`config.mk`:
```
export PLATFORM = sky130hd
export DESIGN_NAME = ffo_iter
export DESIGN_NICKNAME = d
export VERILOG_FILES = /design/src/rtl/ffo_iter.sv
export SDC_FILE = /design/constraint.sdc
export NUM_CORES = 1
export LEC_CHECK = 0
export CAP_MARGIN = 15
export CELL_PAD_IN_SITES_DETAIL_PLACEMENT = 1
export CELL_PAD_IN_SITES_GLOBAL_PLACEMENT = 2
export CORE_MARGIN = 8
export CORE_UTILIZATION = 36
export CTS_CLUSTER_DIAMETER = 80
export DETAILED_ROUTE_END_ITERATION = 6
export PLACE_DENSITY_LB_ADDON = 0.1
export SLEW_MARGIN = 5
export SYNTH_ARGS = -nofsm -noshare
export SYNTH_HDL_FRONTEND = slang
export SYNTH_SLANG_ARGS = --single-unit
```
`constraint.sdc`:
```
create_clock -name clk -period 7.2 [get_ports clk]
set_clock_uncertainty 0.15 [all_clocks]
set_input_delay 1.08 -clock clk [delete_from_list [all_inputs] [get_ports clk]]
set_output_delay 1.08 -clock clk [all_outputs]
set_load 0.01 [all_outputs]
```
`src/rtl/ffo_iter.sv`:
```
// Sequential find-first-one iterator: loads a vector and emits the index of each
// set bit (or clear bit in find-zero mode) in priority order, one beat per handshake.
module ffo_iter #(
  parameter int unsigned WID       = 64,
  parameter bit          LSB_FIRST = 1'b0,
  localparam int unsigned OW       = $clog2(WID) + 1,
  localparam logic [OW-1:0] NONE   = {OW{1'b1}}
) (
  input  logic           clk,
  input  logic           rst_n,
  input  logic           ld,
  input  logic [WID-1:0] din,
  input  logic           mode,
  input  logic           abort,
  output logic           busy,
  output logic           o_valid,
  input  logic           o_ready,
  output logic [OW-1:0]  o_idx,
  output logic           o_last,
  output logic           o_none,
  output logic [OW-1:0]  cnt
);

  typedef enum logic [1:0] {IDLE, EMIT, EMPTY} state_t;

  state_t         state;
  logic [WID-1:0] vec;
  logic [WID-1:0] ld_vec;
  logic [WID-1:0] vec_clr;

  // Priority encoder; later loop hits overwrite earlier ones, so loop order sets the winner.
  function automatic logic [OW-1:0] enc(input logic [WID-1:0] v);
    logic [OW-1:0] r;
    r = NONE;
    if (LSB_FIRST) begin
      for (int i = int'(WID) - 1; i >= 0; i--) begin
        if (v[i]) r = OW'(i);
      end
    end else begin
      for (int i = 0; i < int'(WID); i++) begin
        if (v[i]) r = OW'(i);
      end
    end
    return r;
  endfunction

  function automatic logic one_hot(input logic [WID-1:0] v);
    return (v != '0) && ((v & (v - WID'(1))) == '0);
  endfunction

  function automatic logic [WID-1:0] clr_bit(input logic [WID-1:0] v, input logic [OW-1:0] idx);
    logic [WID-1:0] r;
    r = v;
    for (int i = 0; i < int'(WID); i++) begin
      if (OW'(i) == idx) r[i] = 1'b0;
    end
    return r;
  endfunction

  always_comb begin
    ld_vec  = mode ? ~din : din;
    vec_clr = clr_bit(vec, o_idx);
  end

  // FSM with all outputs registered alongside the state.
  always_ff @(posedge clk or negedge rst_n) begin
    if (!rst_n) begin
      state   <= IDLE;
      vec     <= '0;
      cnt     <= '0;
      busy    <= 1'b0;
      o_valid <= 1'b0;
      o_last  <= 1'b0;
      o_none  <= 1'b0;
      o_idx   <= NONE;
    end else if (abort) begin
      state   <= IDLE;
      vec     <= '0;
      busy    <= 1'b0;
      o_valid <= 1'b0;
      o_last  <= 1'b0;
      o_none  <= 1'b0;
      o_idx   <= NONE;
    end else begin
      case (state)
        IDLE: begin
          if (ld) begin
            vec     <= ld_vec;
            cnt     <= '0;
            busy    <= 1'b1;
            o_valid <= 1'b1;
            o_idx   <= enc(ld_vec);
            if (ld_vec != '0) begin
              state  <= EMIT;
              o_last <= one_hot(ld_vec);
              o_none <= 1'b0;
            end else begin
              state  <= EMPTY;
              o_last <= 1'b1;
              o_none <= 1'b1;
            end
          end
        end
        EMIT: begin
          if (o_ready) begin
            cnt    <= cnt + OW'(1);
            vec    <= vec_clr;
            o_idx  <= enc(vec_clr);
            o_last <= one_hot(vec_clr);
            if (o_last) begin
              state   <= IDLE;
              busy    <= 1'b0;
              o_valid <= 1'b0;
              o_last  <= 1'b0;
            end
          end
        end
        EMPTY: begin
          if (o_ready) begin
            cnt     <= OW'(1);
            state   <= IDLE;
            busy    <= 1'b0;
            o_valid <= 1'b0;
            o_last  <= 1'b0;
            o_none  <= 1'b0;
          end
        end
        default: state <= IDLE;
      endcase
    end
  end

endmodule

```
* Yosys cells after proc, flatten, opt, wreduce, memory -nomap -nowiden
Cells that the tools add are included.
** Storage, ports and cells
- Bits of input ports :: 70
- Latch bits :: 0
- Bits in read-only memories :: 0
- Bits in registers :: 83
- Memory bits (writable) :: 0
- Memories :: 0
- Logic and storage cells :: 332
** Cells by class
- $add $sub $neg :: 3
- Eq/ne operators :: 72
- Reduce and logical (&&, ||, !) cells :: 18
- Bitwise operators :: 4
- Order comparisons :: 0
- Shifts and indexed selects :: 0
- Multiply operators :: 0
- Divide/modulo/power cells :: 0
- Mux-type cells :: 228
** Operators with widths (count)
- $mux W7 :: 134
- $mux W64 :: 4
- $eq A6 B7 Y1 const A :: 32
- $and A64 B64 Y64 :: 2
- $logic_not A64 Y1 :: 2
- $pmux W64 S2 :: 1
- $reduce_bool A64 Y1 :: 2
- $sub A64 B1 Y64 const B :: 2
- $eq A5 B7 Y1 const A :: 16
- $mux W1 :: 77
- $not A64 Y64 :: 1
- $eq A4 B7 Y1 const A :: 8
- $eq A3 B7 Y1 const A :: 4
- $pmux W7 S3 :: 1
- $eq A2 B7 Y1 const A :: 2
- $pmux W7 S2 :: 1
- $mux W2 :: 6
- $ne A3 B3 Y1 const B :: 4
- $reduce_and A5 Y1 :: 2
- $reduce_bool A3 Y1 :: 3
- $reduce_and A4 Y1 :: 2
- $add A7 B1 Y7 const B :: 1
- $eq A1 B7 Y1 const A :: 1
- $logic_not A7 Y1 :: 1
- other kinds (11) :: 16

* Logic depth before layout (Yosys ltp)
Gate-level depths: netlist of the first run.
- Word-level depth :: 69
- Mapped depth :: 15
- Depth with buffers taken out :: 12

* Least setup slack after synthesis of the first run
No wires, ideal clock.
- Path kind :: input -> register
- From :: in din[0]
- To :: reg o_last
- Arrival :: 3973 ps
- Stages on the path :: 11
- Slack :: 2991 ps
- Cell sequence :: clkbuf_1 > or4_1 > o22ai_2 > nand3_2 > nor4_4 > nand2_1 > or3_1 > a221o_1 > a2111oi_0 > nand4_1 > o211ai_1
** On the way
- Longest elaborated chain between the ends :: 10
- Elaborated cells between the ends (all ways) :: 11
- Classes of those cells :: add/sub (1); mux (5); bitwise (2); reduce/logical (3)
** Ends and longest elaborated chain
- from (decl) :: RTL line 12 : input logic [WID-1:0] din,
- $not A64 Y64 :: RTL line 61 : ld_vec = mode ? ~din : din;
- $mux W64 (*) :: RTL line 61
- $sub A64 B1 Y64 :: RTL line 48 : return (v != '0) && ((v & (v - WID'(1))) == '0);
- $and A64 B64 Y64 :: RTL line 48
- $logic_not A64 Y1 :: RTL line 48
- $logic_and A1 B1 Y1 :: RTL line 48
- $mux W1 (*) :: RTL line 93 : if (ld_vec != '0) begin
- $mux W1 (*) :: RTL line 87 : if (ld) begin
- $pmux W1 S3 (*) :: RTL line 85 : case (state)
- $mux W1 (*) :: RTL line 76 : end else if (abort) begin
- to (signal assigned) :: RTL line 95 : o_last <= one_hot(ld_vec);
- to (signal assigned) :: RTL line 109 : o_last <= one_hot(vec_clr);
- to (decl) :: RTL line 19 : output logic o_last,
Mark *: on every way between the ends. The rest lies on a longest branch, timed or not. The select of a mux whose other input is x is not followed.
A chain may end at the register's enable or synchronous reset.

* Worst setup path after layout of the first run
- From :: in din[34]
- To :: reg o_last
Same word-level chain as after synthesis.

==> results.toml, run 1 <==
[clocking]
cts_tree = "built"
cts.path.max_buffers = 2
htree_levels = 3
cts_made_buffers = 9
clk_latency_ps = 340
cts-resized-gates = 0
root_buffer = "clkbuf_16"
ctsHoldBuffers = 0
cts_setup_buffers = 0
cts.sinks = 83
clk_pin_slew_ps = 70

[detailed_routing]
drc = 0
via_count = 11300
via_per_inst = 6.47
routed_wl_mm = 43.0
dr.pass1.iters = 5
routedWlPerCell_um = 24.6
drtIter0Drc = 973
ant_nets = 0

[placement]
gp_congestion = 0.929
place_ws_ps = 1850
port_buffers = 87
dp_hpwl_mm = 32.9

[global_routing]
grt_usage_pct = 25.5
grt_first_pass_wirelength_mm = 67.6
overflow = 0
antenna_found_initial = 1
grt_max_degree = 111
first_global_vias = 11200

[floorplan]
die_area_um2 = 32900
start_util_pct = 36.6
io_pins = 88
die_height_um = 181
core_um2 = 26900
rows = 60
die_w_um = 181

[hold_path]
min_path_type = "reg2reg"

[status]
status = "finished clean"

[final_layout]
post-route-util_pct = 41.0
drive_above_1_share_pct = 5.05
nNetsFinal = 1475
syn2layout_area_growth_pct = 11.8

[power_and_ir_drop]
p_leak_nw = 4.33
ir_drop_v = 0.000160
finalPower_mw = 2.59
powerDensity_nw_per_um2 = 236

[critical_path]
r2r_end = "o_last$_DFFE_PN0P_"
critPathBufInv = 1
critPathSlowestCell = "clkdlybuf4s50_1"
cp-startpoint = "din[34]"
worstPathRequired_ps = 7300
cp_top_family = "simple AND/OR/NAND/NOR gates"
path_class = "in2reg"
crit_end = "o_last$_DFFE_PN0P_"
r2r_start = "o_idx[4]$_DFFE_PN1P_"
cp.arrival_ps = 5220
crit_top_cell = "nand4_1"
cp_cell_sequence = "clkdlybuf4s50_1 > or4_1 > o22ai_1 > nand4_1 > nor2_1 > nand4b_1 > a221o_1 > a2111oi_0 > nand4_1 > o211ai_1"
ff2ff_setup_slack_ps = 2440
max_stage_delay_ps = 680
crit_path_end_kind = "flip-flop"
reg2reg_depth = 10
cp-start-kind = "input pin"
path_max_fanout = 16
crit_cells = 10

[timing]
max_freq_mhz = 196
relSlewSlack_pct = 30.0
setup_ws_ps = 2090
final-setup-viol-count = 0
setup_tns_ps = 0
finalHoldViolCount = 0
worst_slew_pin_slew_ps = 1040
fin_crit_sh_pct = 71.0
finalMaxSlewViolations = 0
min_period_ps = 5110
rsz0062_at_grt = "false"

[job]
drv_cap = 0

[logic_synthesis]
synth-compound-area-share_pct = 36.4
synth_top_area_share_pct = 19.3
ys_seq_elements = 83
ys.flop_type = "dfrtp_1"
synthSimpleGateAreaFrac_pct = 27.9
synth-edff-count = 0
synthXorXnorAreaFrac_pct = 5.69
synth_most_common_cell = "nor2_1"
synth_area_leader_cell = "dfrtp_1"
yosysSeqAreaShare_pct = 21.2
syn_avg_cell_area_um2 = 6.92
yosys-top-cells-area = "dfrtp_1 19%, a21oi_1 6.4%, o21ai_0 5.9%, xor2_1 5.7%, a22o_1 5.6%"
synth_fp_nets = 1497
synth_common_cells = "144 x nor2_1, 126 x a21oi_1, 122 x nand2_1, 117 x o21ai_0, 98 x clkbuf_1"
muxShareOfSynthArea_pct = 0.724
netlist_area_um2 = 9850
yosys_warnings = 0
synth_top_family_by_area = "compound AO/OA/AOI/OAI gates"
ys_async_sr_fraction_pct = 100
syn_inst = 1422
synthAdderAreaFrac_pct = 1.04
ys_types = 86
-- worst reg2reg max path, delay by kind of cell, from the launching register on --
kind                       cells  cell delay [ps]
DFF                            1              570
AOI/OAI and AO/OA              2              990
adders and majority gates      1              380
and+or+nand+nor                7             2580
-- per-layer routing --
| metal | GRT usage (%) | vias to the layer above | wire [µm] |
|---|---|---|---|
| li1 | - | 5292 | - |
| met1 | 36.3 | 5675 | 20700 |
| met2 | 40.9 | 297 | 19800 |
| met3 | 2.04 | 31 | 1820 |
| met4 | 6.17 | 0 | 796 |
| met5 | 0 | - | 0 |
-- state kept, by name, indices dropped and copies added (netlist names) --
name / flops
vec: 64
cnt: 7
o_idx: 7
state: 2
o_last: 1
o_none: 1
o_valid: 1
-- through the flow --
step / std cells / area [µm²] / hold WS (ps)
after global placement: 1730 / 10700 / 303
after CTS: 1746 / 11000 / 331
after floorplan: 1422 / 9850 / 290
after detailed placement: 1730 / 10700 / 315
after global routing: 1747 / 11000 / 360
final: 1747 / 11000 / 331
-- worst min-delay path by stage --
stage | start | to | slack, ps | cells after the start
2_1_floorplan | vec[62]$_DFFE_PN0P_ | vec[62]$_DFFE_PN0P_ | 290 | 2
3_3_place_gp | vec[62]$_DFFE_PN0P_ | vec[62]$_DFFE_PN0P_ | 300 | 2
3_5_place_dp | vec[62]$_DFFE_PN0P_ | vec[62]$_DFFE_PN0P_ | 310 | 2
4_1_cts | vec[62]$_DFFE_PN0P_ | vec[62]$_DFFE_PN0P_ | 330 | 2
5_1_grt | vec[62]$_DFFE_PN0P_ | vec[62]$_DFFE_PN0P_ | 360 | 2
6_report | vec[62]$_DFFE_PN0P_ | vec[62]$_DFFE_PN0P_ | 330 | 2
-- cell type report --
cell class | count | area (µm²)
Sequential cell | 83 | 2090
Antenna cell | 1 | 2.50
Timing Repair Buffer | 98 | 952
Fill cell | 3434 | 15900
Multi-Input combinational cell | 1168 | 7100
Inverter | 40 | 150
Clock buffer | 12 | 256
Clock inverter | 4 | 32.5
Tap cell | 341 | 427
-- cells by family after synthesis --
family | count (synthesis)
AOI/OAI and AO/OA | 551
xor gates and xnor gates | 64
adders and majority gates | 9
buffers and inverters | 171
DFF | 83
muxes | 7
and+or+nand+nor | 537
-- power by group --
| group | switching (mW) | internal [mW] |
|---|---|---|
| clock | 0.215 | 0.256 |
| sequential | 0.0902 | 0.566 |
| combinational | 0.971 | 0.496 |
-- cell usage in the layout (no fill, tap or decap), types with 26 or more instances in the layout --
cell and instances:
clkdlybuf4s50_1 85, o22ai_1 26, nand4_1 36, o21ai_1 40, nor2_1 143, a31oi_1 26, nand2_1 122, o21ai_0 117
nand3_1 54, xor2_1 64, nor3_1 37, inv_1 40, dfrtp_1 76, a21oi_1 125, a22o_1 63
(Power assumes the default switching activity.)
==> run 2, diff against run 1 <==
--- a/config.mk
+++ b/config.mk
@@ -9,7 +9,7 @@
 export CELL_PAD_IN_SITES_DETAIL_PLACEMENT = 1
 export CELL_PAD_IN_SITES_GLOBAL_PLACEMENT = 2
 export CORE_MARGIN = 8
-export CORE_UTILIZATION = 36
+export CORE_UTILIZATION = 31
 export CTS_CLUSTER_DIAMETER = 80
 export DETAILED_ROUTE_END_ITERATION = 6
 export PLACE_DENSITY_LB_ADDON = 0.1
==> constraint.sdc (replaced) <==
create_clock -name clk -period 4.65 [get_ports clk]
set_clock_uncertainty 0.15 [all_clocks]
set_input_delay 0.6975 -clock clk [delete_from_list [all_inputs] [get_ports clk]]
set_output_delay 0.6975 -clock clk [all_outputs]
set_load 0.01 [all_outputs]
==> run 2 against run 1 <==
Effect of this change: design area rose by 11%; hold slack got worse by 100 ps; sequential share of layout area fell by 1.8 points; critical endpoint unchanged; largest cell class unchanged; largest power group unchanged.
==> results.toml, run 2 (synthesis results as in run 1) <==
[critical_path]
path_class = "reg2reg"
critPathSlowestCell = "dfstp_2"
r2r_start = "o_idx[2]$_DFFE_PN1P_"
cp_cell_sequence = "or4b_1 > o21ai_1 > and4_1 > and4bb_4 > and2_0 > a31oi_1 > a221oi_2 > o2111ai_1 > a2111o_1 > o211ai_1"
worstPathRequired_ps = 4780
reg2reg_depth = 10
path_max_fanout = 19
ff2ff_setup_slack_ps = 440
cp.arrival_ps = 4340
max_stage_delay_ps = 750
cp-start-kind = "flip-flop"
critPathBufInv = 0
crit_path_end_kind = "flip-flop"
cp_top_family = "simple AND/OR/NAND/NOR gates"
r2r_end = "o_last$_DFFE_PN0P_"

[final_layout]
syn2layout_area_growth_pct = 23.7
reg.largest.list = "vec x64, cnt x7, o_idx x7"
final_common_cell = "buf_4"
drive_above_1_share_pct = 13.8
nNetsFinal = 1617
largest-register = "vec"
mostFrequentLayoutCells = "153 x buf_4, 143 x nor2_1, 125 x a21oi_1"
diodes = 0
largest_reg_flops = 64

[detailed_routing]
via_count = 11600
routed_wl_mm = 46.6
drc = 0
drtIter0Drc = 822
ant_nets = 0
dr.pass1.iters = 5
routedWlPerCell_um = 23.9
via_per_inst = 5.97

[power_and_ir_drop]
ir_drop_v = 0.000192
p_leak_nw = 5.00
powerDensity_nw_per_um2 = 358

[clocking]
clk_pin_slew_ps = 70
htree_levels = 3
clk_latency_ps = 370
cts_tree = "built"
cts_setup_buffers = 0
cts.path.max_buffers = 2
ctsHoldBuffers = 0
root_buffer = "clkbuf_16"
cts_made_buffers = 9
cts.sinks = 83
cts-resized-gates = 0

[timing]
setup_tns_ps = 0
finalMaxSlewViolations = 0
final-setup-viol-count = 0
rsz0062_at_grt = "false"
worst_slew_pin_slew_ps = 835
hold_ws_ps = 230
min_period_ps = 4210
fin_crit_sh_pct = 90.5
relSlewSlack_pct = 44.3
max_freq_mhz = 238
finalHoldViolCount = 0

[placement]
dp_hpwl_mm = 37.1
gp_congestion = 0.909
port_buffers = 87

[global_routing]
grt_first_pass_wirelength_mm = 72.2
overflow = 0
antenna_found_initial = 0
first_global_vias = 11600
grt_max_degree = 85
grt_usage_pct = 24.0

[floorplan]
start_util_pct = 31.4
core_um2 = 31400
rows = 65
die_height_um = 194
io_pins = 88
die_w_um = 194
die_area_um2 = 37700

[hold_path]
min_path_type = "in2async"

[status]
status = "finished clean"

[job]
drv_cap = 0
-- run 2: worst register-to-register path, stage by stage, from the launching register on --
cell and delay [ps]:
dfstp_2 750, or4b_1 680, o21ai_1 300, and4_1 320
and4bb_4 400, and2_0 360, a31oi_1 170, a221oi_2 230
o2111ai_1 140, a2111o_1 450, o211ai_1 180
-- run 2: stage by stage --
step	cells	cell area, µm²	setup WS, ps	utilization [%]	power, mW
finish	1949	12200	440	38.8	4.35
floorplan	1422	9850	823	-	2.52
global placement	1933	11900	260	37.8	3.54
detailed placement	1933	11900	232	37.8	3.55
CTS	1949	12200	487	38.8	4.35
global route	1949	12200	209	38.8	4.63
-- run 2: worst max-delay path by stage --
stage | from | endpoint | slack [ps] | cells past startpoint
floorplan | din[0] | o_last$_DFFE_PN0P_ | 820 | 11
global placement | din[0] | o_last$_DFFE_PN0P_ | 260 | 12
detailed placement | din[5] | o_last$_DFFE_PN0P_ | 230 | 12
CTS | o_idx[1]$_DFFE_PN1P_ | o_last$_DFFE_PN0P_ | 490 | 10
global route | o_idx[1]$_DFFE_PN1P_ | o_last$_DFFE_PN0P_ | 210 | 11
finish | o_idx[2]$_DFFE_PN1P_ | o_last$_DFFE_PN0P_ | 440 | 10
-- run 2: where the power goes --
part           switching (mW)  internal, mW
Sequential              0.137         0.876
Combinational            1.59         0.982
Clock                   0.345         0.425
Total                    2.07          2.28
-- run 2: final cells by class --
class                   instances  area, µm²
clock inverters                 7       81.3
repair buffers                240       2030
multi-input cells            1168       7100
fillers                      3943      19200
clock buffers                   9        225
well taps                     402        503
inverters                      40        150
flip-flops and latches         83       2090
-- run 2: per-layer routing --
| layer | vias to the layer above | track usage, % | part of all wire, % |
|---|---|---|---|
| li1 | 5576 | - | - |
| met2 | 285 | 38.0 | 45 |
| met5 | - | 0 | 0 |
| met4 | 0 | 6.70 | 2.2 |
| met1 | 5725 | 34.3 | 49 |
| met3 | 55 | 2.17 | 3.8 |
